==> config.mk <==
export PLATFORM = sky130hd
export DESIGN_NAME = imm_gen_stage
export DESIGN_NICKNAME = d
export VERILOG_FILES = /design/src/rtl/imm_pkg.sv /design/src/rtl/imm_decode.sv /design/src/rtl/imm_gen_stage.sv
export SDC_FILE = /design/constraint.sdc
export NUM_CORES = 1
export LEC_CHECK = 0
export CAP_MARGIN = 20
export CORE_MARGIN = 2
export CORE_UTILIZATION = 53
export DETAILED_ROUTE_END_ITERATION = 12
export PLACE_DENSITY = 0.81
export SLEW_MARGIN = 20
export SYNTH_ARGS = -nofsm -noshare
export SYNTH_HDL_FRONTEND = slang
export SYNTH_HIERARCHICAL = 1
export SYNTH_SLANG_ARGS = --single-unit
==> constraint.sdc <==
create_clock -name clk -period 1.85 [get_ports clk]
set_clock_uncertainty 0.05 [all_clocks]
set_input_delay 0.37 -clock clk [delete_from_list [all_inputs] [get_ports clk]]
set_output_delay 0.37 -clock clk [all_outputs]
set_load 0.02 [all_outputs]
==> src/rtl/imm_pkg.sv <==
// Shared format codes, FSM state type and helpers for the immediate generator stage.
package imm_pkg;

  localparam int unsigned FMT_W = 3;

  localparam logic [FMT_W-1:0] FMT_I = 3'b000;
  localparam logic [FMT_W-1:0] FMT_S = 3'b001;
  localparam logic [FMT_W-1:0] FMT_B = 3'b010;
  localparam logic [FMT_W-1:0] FMT_U = 3'b011;
  localparam logic [FMT_W-1:0] FMT_J = 3'b100;
  localparam logic [FMT_W-1:0] FMT_Z = 3'b101;

  // Occupancy of the main + skid entry pair
  typedef enum logic [1:0] {
    ST_EMPTY = 2'b00,
    ST_ONE   = 2'b01,
    ST_FULL  = 2'b10
  } state_e;

  // Codes above FMT_Z are reserved
  function automatic logic fmt_legal(input logic [FMT_W-1:0] fmt);
    return (fmt <= FMT_Z);
  endfunction

endpackage

==> src/rtl/imm_decode.sv <==
// Combinational immediate decoder: (instr, fmt) -> XLEN-wide extended immediate + illegal flag.
//  instr   : full 32-bit instruction word
//  fmt     : format select (I/S/B/U/J/Z, 110/111 reserved)
//  imm     : sign/zero-extended immediate, 0 for reserved codes
//  illegal : fmt is a reserved code
module imm_decode
  import imm_pkg::*;
#(
  parameter int unsigned XLEN = 32
) (
  input  logic [31:0]      instr,
  input  logic [FMT_W-1:0] fmt,
  output logic [XLEN-1:0]  imm,
  output logic             illegal
);

  // Opcode field carries no immediate bits
  logic unused_opcode;
  assign unused_opcode = ^instr[6:0];

  always_comb begin
    imm     = '0;
    illegal = !fmt_legal(fmt);
    unique case (fmt)
      FMT_I: imm = {{(XLEN-12){instr[31]}}, instr[31:20]};
      FMT_S: imm = {{(XLEN-12){instr[31]}}, instr[31:25], instr[11:7]};
      FMT_B: imm = {{(XLEN-13){instr[31]}}, instr[31], instr[7], instr[30:25], instr[11:8], 1'b0};
      FMT_U: imm = {{(XLEN-32){instr[31]}}, instr[31:12], 12'b0};
      FMT_J: imm = {{(XLEN-21){instr[31]}}, instr[31], instr[19:12], instr[20], instr[30:21], 1'b0};
      FMT_Z: imm = {{(XLEN-5){1'b0}}, instr[19:15]};
      default: imm = '0;
    endcase
  end

endmodule

==> src/rtl/imm_gen_stage.sv <==
// Pipelined immediate generator with valid/ready handshake and a 2-entry skid buffer.
//  clk, rst_n (sync, active-low), flush   : clock, reset, drop all held entries
//  in_valid/in_ready, in_instr/fmt/tag    : upstream handshake and payload
//  out_valid/out_ready, out_imm/tag/illegal : downstream handshake and decoded result
module imm_gen_stage
  import imm_pkg::*;
#(
  parameter int unsigned XLEN  = 32,
  parameter int unsigned TAG_W = 5
) (
  input  logic             clk,
  input  logic             rst_n,
  input  logic             flush,
  input  logic             in_valid,
  output logic             in_ready,
  input  logic [31:0]      in_instr,
  input  logic [FMT_W-1:0] in_fmt,
  input  logic [TAG_W-1:0] in_tag,
  output logic             out_valid,
  input  logic             out_ready,
  output logic [XLEN-1:0]  out_imm,
  output logic [TAG_W-1:0] out_tag,
  output logic             out_illegal
);

  state_e state, state_d;

  logic [XLEN-1:0]  dec_imm;
  logic             dec_illegal;
  logic [XLEN-1:0]  skid_imm;
  logic [TAG_W-1:0] skid_tag;
  logic             skid_illegal;

  logic accept, drain;
  logic load_main_in, load_main_skid, load_skid;

  // Decode on the input side so only the immediate is stored
  imm_decode #(.XLEN(XLEN)) u_decode (
    .instr   (in_instr),
    .fmt     (in_fmt),
    .imm     (dec_imm),
    .illegal (dec_illegal)
  );

  assign accept = in_valid && in_ready;
  assign drain  = out_valid && out_ready;

  // Next-state and entry load control
  always_comb begin
    state_d        = state;
    load_main_in   = 1'b0;
    load_main_skid = 1'b0;
    load_skid      = 1'b0;
    unique case (state)
      ST_EMPTY: begin
        if (accept) begin
          state_d      = ST_ONE;
          load_main_in = 1'b1;
        end
      end
      ST_ONE: begin
        if (accept && drain) begin
          load_main_in = 1'b1;
        end else if (accept) begin
          state_d   = ST_FULL;
          load_skid = 1'b1;
        end else if (drain) begin
          state_d = ST_EMPTY;
        end
      end
      ST_FULL: begin
        if (drain) begin
          state_d        = ST_ONE;
          load_main_skid = 1'b1;
        end
      end
      default: state_d = ST_EMPTY;
    endcase
    // Redirect wins over everything, including an input accepted this cycle
    if (flush) begin
      state_d        = ST_EMPTY;
      load_main_in   = 1'b0;
      load_main_skid = 1'b0;
      load_skid      = 1'b0;
    end
  end

  // State, handshake flops and entry registers
  always_ff @(posedge clk) begin
    if (!rst_n) begin
      state        <= ST_EMPTY;
      out_valid    <= 1'b0;
      in_ready     <= 1'b1;
      out_imm      <= '0;
      out_tag      <= '0;
      out_illegal  <= 1'b0;
      skid_imm     <= '0;
      skid_tag     <= '0;
      skid_illegal <= 1'b0;
    end else begin
      state     <= state_d;
      out_valid <= (state_d != ST_EMPTY);
      in_ready  <= (state_d != ST_FULL);
      if (load_main_in) begin
        out_imm     <= dec_imm;
        out_tag     <= in_tag;
        out_illegal <= dec_illegal;
      end else if (load_main_skid) begin
        out_imm     <= skid_imm;
        out_tag     <= skid_tag;
        out_illegal <= skid_illegal;
      end
      if (load_skid) begin
        skid_imm     <= dec_imm;
        skid_tag     <= in_tag;
        skid_illegal <= dec_illegal;
      end
    end
  end

endmodule

Word level (Yosys, flattened, before mapping)
Index checks and enable logic that the tools add are counted.
{ "op_classes": {"mux": 24, "order_cmp": 1, "n_reduce_logical": 8, "n_eq_ne": 8} }
{ "ops": {"columns": ["op", "count"], "rows": [
  ["case mux 32 bit (6 select lines)", 1],
  ["2-to-1 mux 32 bit", 2],
  ["2-to-1 mux 2 bit", 6],
  ["2-to-1 mux 1 bit", 11],
  ["2-to-1 mux 5 bit", 2],
  ["== test 3 x 2 -> 1 bit (second input constant)", 2],
  ["== test 3 bit (second input constant)", 2],
  ["case mux 2 bit (3 select lines)", 1],
  ["nonzero test 2 bit", 2],
  ["== test 3 x 1 -> 1 bit (second input constant)", 1],
  ["less-or-equal comparator 3 bit (second input constant)", 1],
  ["logical AND 1 bit", 3],
  ["zero test 3 bit", 1],
  ["== test 2 x 1 -> 1 bit (second input constant)", 1],
  ["== test 2 bit (second input constant)", 1],
  ["zero test 2 bit", 1],
  ["inequality test 2 bit (second input constant)", 1],
  ["case mux 1 bit (2 select lines)", 1],
  ["zero test 1 bit", 1]
]} }
{ "word_totals": {"output_inout_bits": 40, "elab_cells": 50, "ff_bits": 80, "input_bits": 45} }

Depth between registers and ports, before layout
Gate-level depths: netlist of the first run.
{ "logic_depth": {"word_depth": 7, "depth_mapped": 6, "mapped_depth_nobuf": 4} }

Cells and area by module
Netlist of the first run, hierarchy kept.
{ "modules_own_cells": {"columns": ["mod", "n_inst", "seq_area_each_um2", "area_per_inst_um2", "cells_per_inst"], "rows": [
  ["imm_gen_stage", 1, 1601.5, 3870.0, 419],
  ["imm_decode", 1, 0.0, 743.2, 98]
]} }

Least setup slack after synthesis of the first run
Ideal clock, no wire load.
{ "synth_timing": {"kind": "register to register", "start": "register in_ready", "end": "register skid_imm[22]", "n_path_buf": 2, "path_stages_with_launch": 6, "t_arrival_ns": 1.293, "path_slack_ns": 0.437, "required_time_ns": 1.730, "path_cell_list": "dfxtp_1 and4bb_1 buf_6 buf_8 nand3_2 a21boi_1"} }
{ "synth_between": {"elab_chain_len": 5, "elab_cells_between_ends": 6, "cone_classes": "mux: 4; reduce/logical: 2"} }
{ "synth_lines": {"columns": ["item", "line", "rtl"], "rows": [
  ["from (decl)", "imm_gen_stage.sv:15", "output logic in_ready,"],
  ["from (signal assigned)", "imm_gen_stage.sv:103", "in_ready <= (state_d != ST_FULL);"],
  ["logical AND 1 bit (*)", "imm_gen_stage.sv:45", "assign accept = in_valid && in_ready;"],
  ["2-to-1 mux 1 bit / logical AND 1 bit (equally long branches)", "imm_gen_stage.sv:64, imm_gen_stage.sv:62", null],
  ["2-to-1 mux 1 bit (*)", "imm_gen_stage.sv:62", "if (accept && drain) begin"],
  ["2-to-1 mux 1 bit (*)", "imm_gen_stage.sv:54", "unique case (state)"],
  ["2-to-1 mux 1 bit (*)", "imm_gen_stage.sv:80", "if (flush) begin"],
  ["to (signal assigned)", "imm_gen_stage.sv:114", "skid_imm <= dec_imm;"],
  ["to (decl)", "imm_gen_stage.sv:30", "logic [XLEN-1:0] skid_imm;"]
]} }
Every way passes the cells marked *; elsewhere a longest branch is shown, timed or not.
A chain may end at the register's enable or synchronous reset.

Worst setup path after layout of the first run
{ "layout_timing": {"start": "register out_imm[2]", "end": "output out_imm[2]"} }
{ "layout_rtl": {"columns": ["item", "line", "rtl"], "rows": [
  ["from (decl)", "imm_gen_stage.sv:21", "output logic [XLEN-1:0] out_imm,"],
  ["from (signal assigned)", "imm_gen_stage.sv:105", "out_imm <= dec_imm;"],
  ["from (signal assigned)", "imm_gen_stage.sv:109", "out_imm <= skid_imm;"]
]} }
No word-level cell between the ends.

==> results of run 1 <==
==> registers in the layout (all words and copies together) (netlist names) <==
register and flops:
skid_tag 5, out_illegal 1, in_ready 1, state 2, skid_illegal 1, out_tag 5
skid_imm 32, out_valid 1, out_imm 32
==> worst max path at each step <==
stage / from / to / slack, ps / depth (start not counted)
4_1_cts: out_imm[2]$_SDFFE_PN0P_ / out_imm[2] / 60 / 1
6_report: out_imm[2]$_SDFFE_PN0P_ / out_imm[2] / 80 / 1
5_1_grt: out_imm[2]$_SDFFE_PN0P_ / out_imm[2] / 30 / 1
3_5_place_dp: in_fmt[2] / out_imm[11]$_SDFFE_PN0P_ / -250 / 6
3_3_place_gp: in_fmt[2] / out_imm[11]$_SDFFE_PN0P_ / -200 / 6
2_1_floorplan: in_ready$_SDFF_PN1_ / skid_imm[22]$_SDFFE_PN0P_ / 440 / 5
==> placed cells by master, fill, tap and decap left out, types with 2 or more instances in the layout <==
master	synthesis	layout
sky130_fd_sc_hd__o31ai_1	38	38
sky130_fd_sc_hd__nand4b_1	21	21
sky130_fd_sc_hd__a31oi_1	38	38
sky130_fd_sc_hd__nand3b_1	38	38
sky130_fd_sc_hd__nand3_2	20	20
sky130_fd_sc_hd__or3b_4	0	2
sky130_fd_sc_hd__or3b_2	3	3
sky130_fd_sc_hd__clkdlybuf4s50_1	0	73
sky130_fd_sc_hd__nand4bb_1	13	13
sky130_fd_sc_hd__dfxtp_1	80	80
sky130_fd_sc_hd__nand2_1	2	2
sky130_fd_sc_hd__clkinv_2	0	2
sky130_fd_sc_hd__nand4_1	9	9
sky130_fd_sc_hd__dlygate4sd2_1	0	2
sky130_fd_sc_hd__mux2i_1	5	5
sky130_fd_sc_hd__nor2b_1	6	6
sky130_fd_sc_hd__nand2b_1	5	5
sky130_fd_sc_hd__or3b_1	4	2
sky130_fd_sc_hd__clkbuf_8	0	9
sky130_fd_sc_hd__nor3b_1	2	2
sky130_fd_sc_hd__nand3_1	18	18
sky130_fd_sc_hd__buf_2	15	2
sky130_fd_sc_hd__buf_4	11	26
sky130_fd_sc_hd__o211ai_1	5	5
sky130_fd_sc_hd__o21ai_0	68	68
sky130_fd_sc_hd__o21ai_1	20	20
sky130_fd_sc_hd__and2_1	2	2
sky130_fd_sc_hd__buf_12	0	12
sky130_fd_sc_hd__a21boi_1	38	38
==> through the flow <==
stage / cells / total power [µW] / hold slack (ps) / worst slack [ps]
6_report: 688 / 3980 / 349 / 79.0
4_1_cts: 688 / 3990 / 342 / 60.6
2_1_floorplan: 517 / 2370 / 402 / 437
5_1_grt: 688 / 4140 / 356 / 28.6
3_5_place_dp: 673 / 2750 / 415 / -252
3_3_place_gp: 673 / 2730 / 408 / -196
==> timing repair <==
| item | 4_1_cts | 5_1_grt |
|---|---|---|
| gates resized for setup | 2 | 4 |
| setup endpoints to repair | 2 | 3 |
| endpoints found under the hold margin | 0 | 0 |
==> cell families after synthesis <==
kind of cell	count (synthesis)	share of synthesized area, %
AND/OR/NAND/NOR	149	26.0
buffers and inverters	69	9.03
AO/OA/AOI/OAI	213	29.0
multiplexers	5	1.08
flip-flops	80	34.7
adder cells (fa/ha/maj)	1	0.244
==> layer usage <==
metal	share of wire, %	track usage (%)	vias to the layer above
li1	-	-	2098
met2	49	44.4	176
met3	6.9	5.04	15
met1	43	34.7	2194
met4	1.2	7.16	0
met5	0	0	-
==> layout make-up <==
cell class / instances / area, µm²
fillers: 707 / 2850
multi-input cells: 368 / 2620
flip-flops and latches: 80 / 1600
repair buffers: 116 / 1200
well taps: 108 / 135
clock buffers: 10 / 128
clock inverters: 5 / 56.3
inverters: 1 / 3.75
==> worst reg2reg max path: cells and delay by family (launching register included) <==
kind / cells / cell delay (ps)
buffers and inverters: 1 / 320
AO/OA/AOI/OAI: 3 / 590
flip-flops: 1 / 430
==> power by group through the flow <==
stage | Clock, µW | Combinational, µW | Sequential [µW]
detailed placement | 0 | 873 | 1880
floorplan | 0 | 431 | 1940
CTS | 1270 | 877 | 1840
global route | 1350 | 949 | 1850
global placement | 0 | 852 | 1870
finish | 1250 | 888 | 1840
==> results.toml, run 1 <==
[worst_setup_path]
launching_point_of_the_worst_reg2reg_path = "state[0]$_SDFF_PN0_"
worstSetupEndpointType = "output pin"
critPathSlowestCell = "sky130_fd_sc_hd__clkdlybuf4s50_1"
worstRegToRegCells = 4
critPathMaxFanout = 2
path_cells = "clkdlybuf4s50_1"
timing.critical_path.slowest_cell_delay_ps = 650
timing.rr.end = "out_imm[29]$_SDFFE_PN0P_"
timing_worst_setup_path_type = "reg -> out"
crit_arrival_ps = 1350
worst-r2r-setup-slack_ps = 390
path_buf_inv = 1
cpLargestDelayFamily = "buffers and inverters"
worst_setup_path_start_kind = "flop"
cp.required_ps = 1430

[yosys]
synth_edf_count = 0
netlist_top_cells_area = "sky130_fd_sc_hd__dfxtp_1, sky130_fd_sc_hd__o21ai_0, sky130_fd_sc_hd__a21boi_1"
synth_top_flop_cell = "sky130_fd_sc_hd__dfxtp_1"
synth.avg_cell_area_um2 = 8.92
synth.lib_cells_used.distinct = 40
ys_seq_elements = 80
synthDominantCellAreaShare_pct = 34.7
yosysMostFrequentCell = "sky130_fd_sc_hd__dfxtp_1"
post_synth_inst_count = 517
synth_nets = 562
asyncSetResetFlopFracSynth_pct = 0
synth_commonest_cells = "sky130_fd_sc_hd__dfxtp_1, sky130_fd_sc_hd__o21ai_0"
synth.largest_area_cell = "sky130_fd_sc_hd__dfxtp_1"
syn-cell-area_mm2 = 0.00461
synthesis.yosys.warnings = 6
synth_seq_area_share_pct = 34.7

[die]
fp.dieArea_mm2 = 0.00947
core-area_mm2 = 0.00859
dieWidth_um = 97.3
row_count = 34
floorplan.initialDensity_pct = 53.7
ios = 85
dieHeight_um = 97.3

[timing]
totalNegativeSetupSlack_ps = 0
period_minus_slack_ps = 1770
min_period_over_period_pct = 95.7
final-hold-violation-count = 0
worst_pin_slew_ps = 618
setup-violations-final = 0
timing.slew.headroom_pct = 58.8
fmaxAchievable_mhz = 565
grt_setup_unrepaired = "no"
slew_violations = 0

[job]
max_cap_viol_count = 0

[grt]
globalRouteTotalUtil_pct = 26.3
grt_pass1_vias = 4295
grt_remaining_overflow = 0
grt_first_pass_wirelength_um = 20900
maximum_number_of_pins_on_one_net_before_global_route_repair = 77
antenna_found_initial = 0

[power]
clock_power_share_pct = 31.5
switchingPower_uw = 1150
power_leakage_uw = 0.00183
power.combinational.fraction_pct = 22.3
power.sequential.fraction_pct = 46.2
internal_power_uw = 2820
power.switching_fraction_pct = 28.9
vdd_drop_max_mv = 0.384
power-per-cell-area_mw_per_mm2 = 692

[placement]
detailed_place.area_mm2 = 0.00555
hpwlAfterDp_um = 8040
port_buffers = 77
weighted_congestion_reported_at_the_end_of_routability_driven_placement = 0.911

[hold_path]
hold_class = "in -> reg"
timing.hold.worst_path_depth = 3
hold_end = "state[1]$_SDFF_PN0_"
min_from = "rst_n"

[clock_network]
clock_latency_ps = 350
cts-buffers-inserted = 9
htree_levels = 3
holdBufCountCts = 0
post_cts_buffers = 0
clkTransAtPathRegs_ps = 80
cts_root_buf = "sky130_fd_sc_hd__clkbuf_8"
ctsLongestPathBuffers = 2
cts_tree = "yes"
clock_sinks = 80

[detailed_routing]
drt_wl_total_um = 12600
detailroute.via_count = 4483
post_drt_via_cell_ratio = 6.52
avgRoutedWirePerCell_um = 18.3
drtAntennaViolNets = 0
drt_first_pass_iters = 4
drc = 0
drt-initial-drc-count = 345

[final_layout]
synthToLayoutAreaGrowth_pct = 24.5
finish.net_count = 621
post_route_cells_drive_above_1_share_pct = 15.0
design_area_mm2 = 0.00574
num_antenna_cells = 0
utilization_pct = 66.8

[run_status]
status = "completed"
Power figures use the tool's default switching activity.
==> inputs of run 2 (changes only) <==
--- a/config.mk
+++ b/config.mk
@@ -10,6 +10,7 @@
 export CORE_UTILIZATION = 53
 export DETAILED_ROUTE_END_ITERATION = 12
 export PLACE_DENSITY = 0.81
+export REMOVE_ABC_BUFFERS = 1
 export SLEW_MARGIN = 20
 export SYNTH_ARGS = -nofsm -noshare
 export SYNTH_HDL_FRONTEND = slang
==> results.toml, run 2 (synthesized netlist as in run 1, its figures left out) <==
[power]
vdd_drop_max_mv = 0.384
design_power_total_uw = 3950
power_leakage_uw = 0.00184
power-per-cell-area_mw_per_mm2 = 684

[final_layout]
finish.net_count = 623
layout.filler_cells = 698
post_route_cells_drive_above_1_share_pct = 15.6
num_antenna_cells = 0
utilization_pct = 67.2
most-common-layout-cells = "sky130_fd_sc_hd__dfxtp_1, sky130_fd_sc_hd__clkdlybuf4s50_1, sky130_fd_sc_hd__o21ai_0"
area.sequential_mm2 = 0.00160
final-instance-count-excl-fill = 691
multiInputGateArea_mm2 = 0.00262
mostFrequentLayoutCell = "sky130_fd_sc_hd__dfxtp_1"
reg.largest.list = "out_imm (32), skid_imm (32)"
synthToLayoutAreaGrowth_pct = 25.3

[clock_network]
cts-buffers-inserted = 9
htree_levels = 3
ctsLongestPathBuffers = 2
cts_root_buf = "sky130_fd_sc_hd__clkbuf_8"
cts_tree = "yes"
holdBufCountCts = 0
post_cts_buffers = 0
clkTransAtPathRegs_ps = 80
clock_latency_ps = 350
clock_sinks = 80

[run_status]
status = "completed"

[die]
dieWidth_um = 97.3
floorplan.initialDensity_pct = 53.7
core-area_mm2 = 0.00859
row_count = 34
fp.dieArea_mm2 = 0.00947
ios = 85
dieHeight_um = 97.3

[placement]
port_buffers = 77
hpwlAfterDp_um = 8160
post-place-ws_ps = -259
place_inst = 675
weighted_congestion_reported_at_the_end_of_routability_driven_placement = 0.874

[detailed_routing]
post_drt_via_cell_ratio = 6.57
avgRoutedWirePerCell_um = 18.6
detailroute.via_count = 4542
drtAntennaViolNets = 0
drt_first_pass_iters = 5
drc = 0
drt_wl_total_um = 12800
drt-initial-drc-count = 320

[job]
max_cap_viol_count = 0

[timing]
postLayoutSetupSlackWorst_ps = 84.0
period_minus_slack_ps = 1770
slew_violations = 0
setup-violations-final = 0
min_period_over_period_pct = 95.5
final-hold-violation-count = 0
worst_pin_slew_ps = 599
timing.slew.headroom_pct = 60.1
fin_hold_ws_ps = 324
fmaxAchievable_mhz = 566
grt_setup_unrepaired = "no"

[grt]
antenna_found_initial = 1
globalRouteTotalUtil_pct = 27.1
grt_first_pass_wirelength_um = 21500
grt_pass1_vias = 4362
maximum_number_of_pins_on_one_net_before_global_route_repair = 74
grt_remaining_overflow = 0

[worst_setup_path]
cp.required_ps = 1430
startpoint_of_the_most_critical_setup_path = "out_imm[1]$_SDFFE_PN0P_"
end_point_of_the_critical_path = "out_imm[1]"
worst_setup_path_start_kind = "flop"
worstRegToRegCells = 4
crit_arrival_ps = 1350
critPathMaxFanout = 2
path_buf_inv = 1
timing.critical_path.slowest_cell_delay_ps = 630
critPathSlowestCell = "sky130_fd_sc_hd__clkdlybuf4s50_1"
worst-r2r-setup-slack_ps = 320
path_cells = "clkdlybuf4s50_1"
cpLargestDelayFamily = "buffers and inverters"
timing_worst_setup_path_type = "reg -> out"
launching_point_of_the_worst_reg2reg_path = "in_ready$_SDFF_PN1_"
stages_on_worst_setup_path = 1
worstSetupEndpointType = "output pin"
timing.rr.end = "out_imm[14]$_SDFFE_PN0P_"

[hold_path]
hold_class = "in -> reg"
[run 2: final cells by class]
| type | instances | area share (%) |
|---|---|---|
| clock buffer | 13 | 2.75 |
| clock inverter | 3 | 0.433 |
| inverter | 1 | 0.0650 |
| multi-input combinational | 368 | 45.4 |
| sequential | 80 | 27.7 |
| tap | 108 | 2.34 |
| timing repair buffer | 118 | 21.3 |
[run 2: report_power, final]
group	internal (µW)	total [µW]	switching (µW)
Sequential	1790	1840	43.6
Combinational	419	892	473
Clock	570	1220	653
Total	2780	3950	1170
[run 2: metrics by stage]
step           instance area [µm²]  setup TNS (ps)
3_3_place_gp                  5570           -8820
4_1_cts                       5760               0
3_5_place_dp                  5570          -12970
6_report                      5780               0
2_1_floorplan                 4200          -77750
5_1_grt                       5780               0
[run 2: layer usage]
metal  up-vias  wire length [µm]  global-route usage [%]
met5         -                13                       0
met4         2                89                    6.09
met3        16               978                    6.40
met2       219              6150                    44.4
met1      2205              5600                    36.7
li1       2100                 -                       -
[run 2: how the worst min path moves through the flow]
stage,startpoint,end,cells after the start
6_report,rst_n,out_imm[23]$_SDFFE_PN0P_,3
5_1_grt,rst_n,out_imm[23]$_SDFFE_PN0P_,3
4_1_cts,rst_n,out_imm[23]$_SDFFE_PN0P_,3
3_5_place_dp,skid_tag[3]$_SDFFE_PN0P_,skid_tag[3]$_SDFFE_PN0P_,2
3_3_place_gp,skid_imm[17]$_SDFFE_PN0P_,skid_imm[17]$_SDFFE_PN0P_,2
2_1_floorplan,skid_imm[20]$_SDFFE_PN0P_,skid_imm[20]$_SDFFE_PN0P_,2
[run 2: repair_timing]
action,4_1_cts,5_1_grt
resized for setup,2,6
pin swaps,0,1
endpoints found under the setup margin,2,5
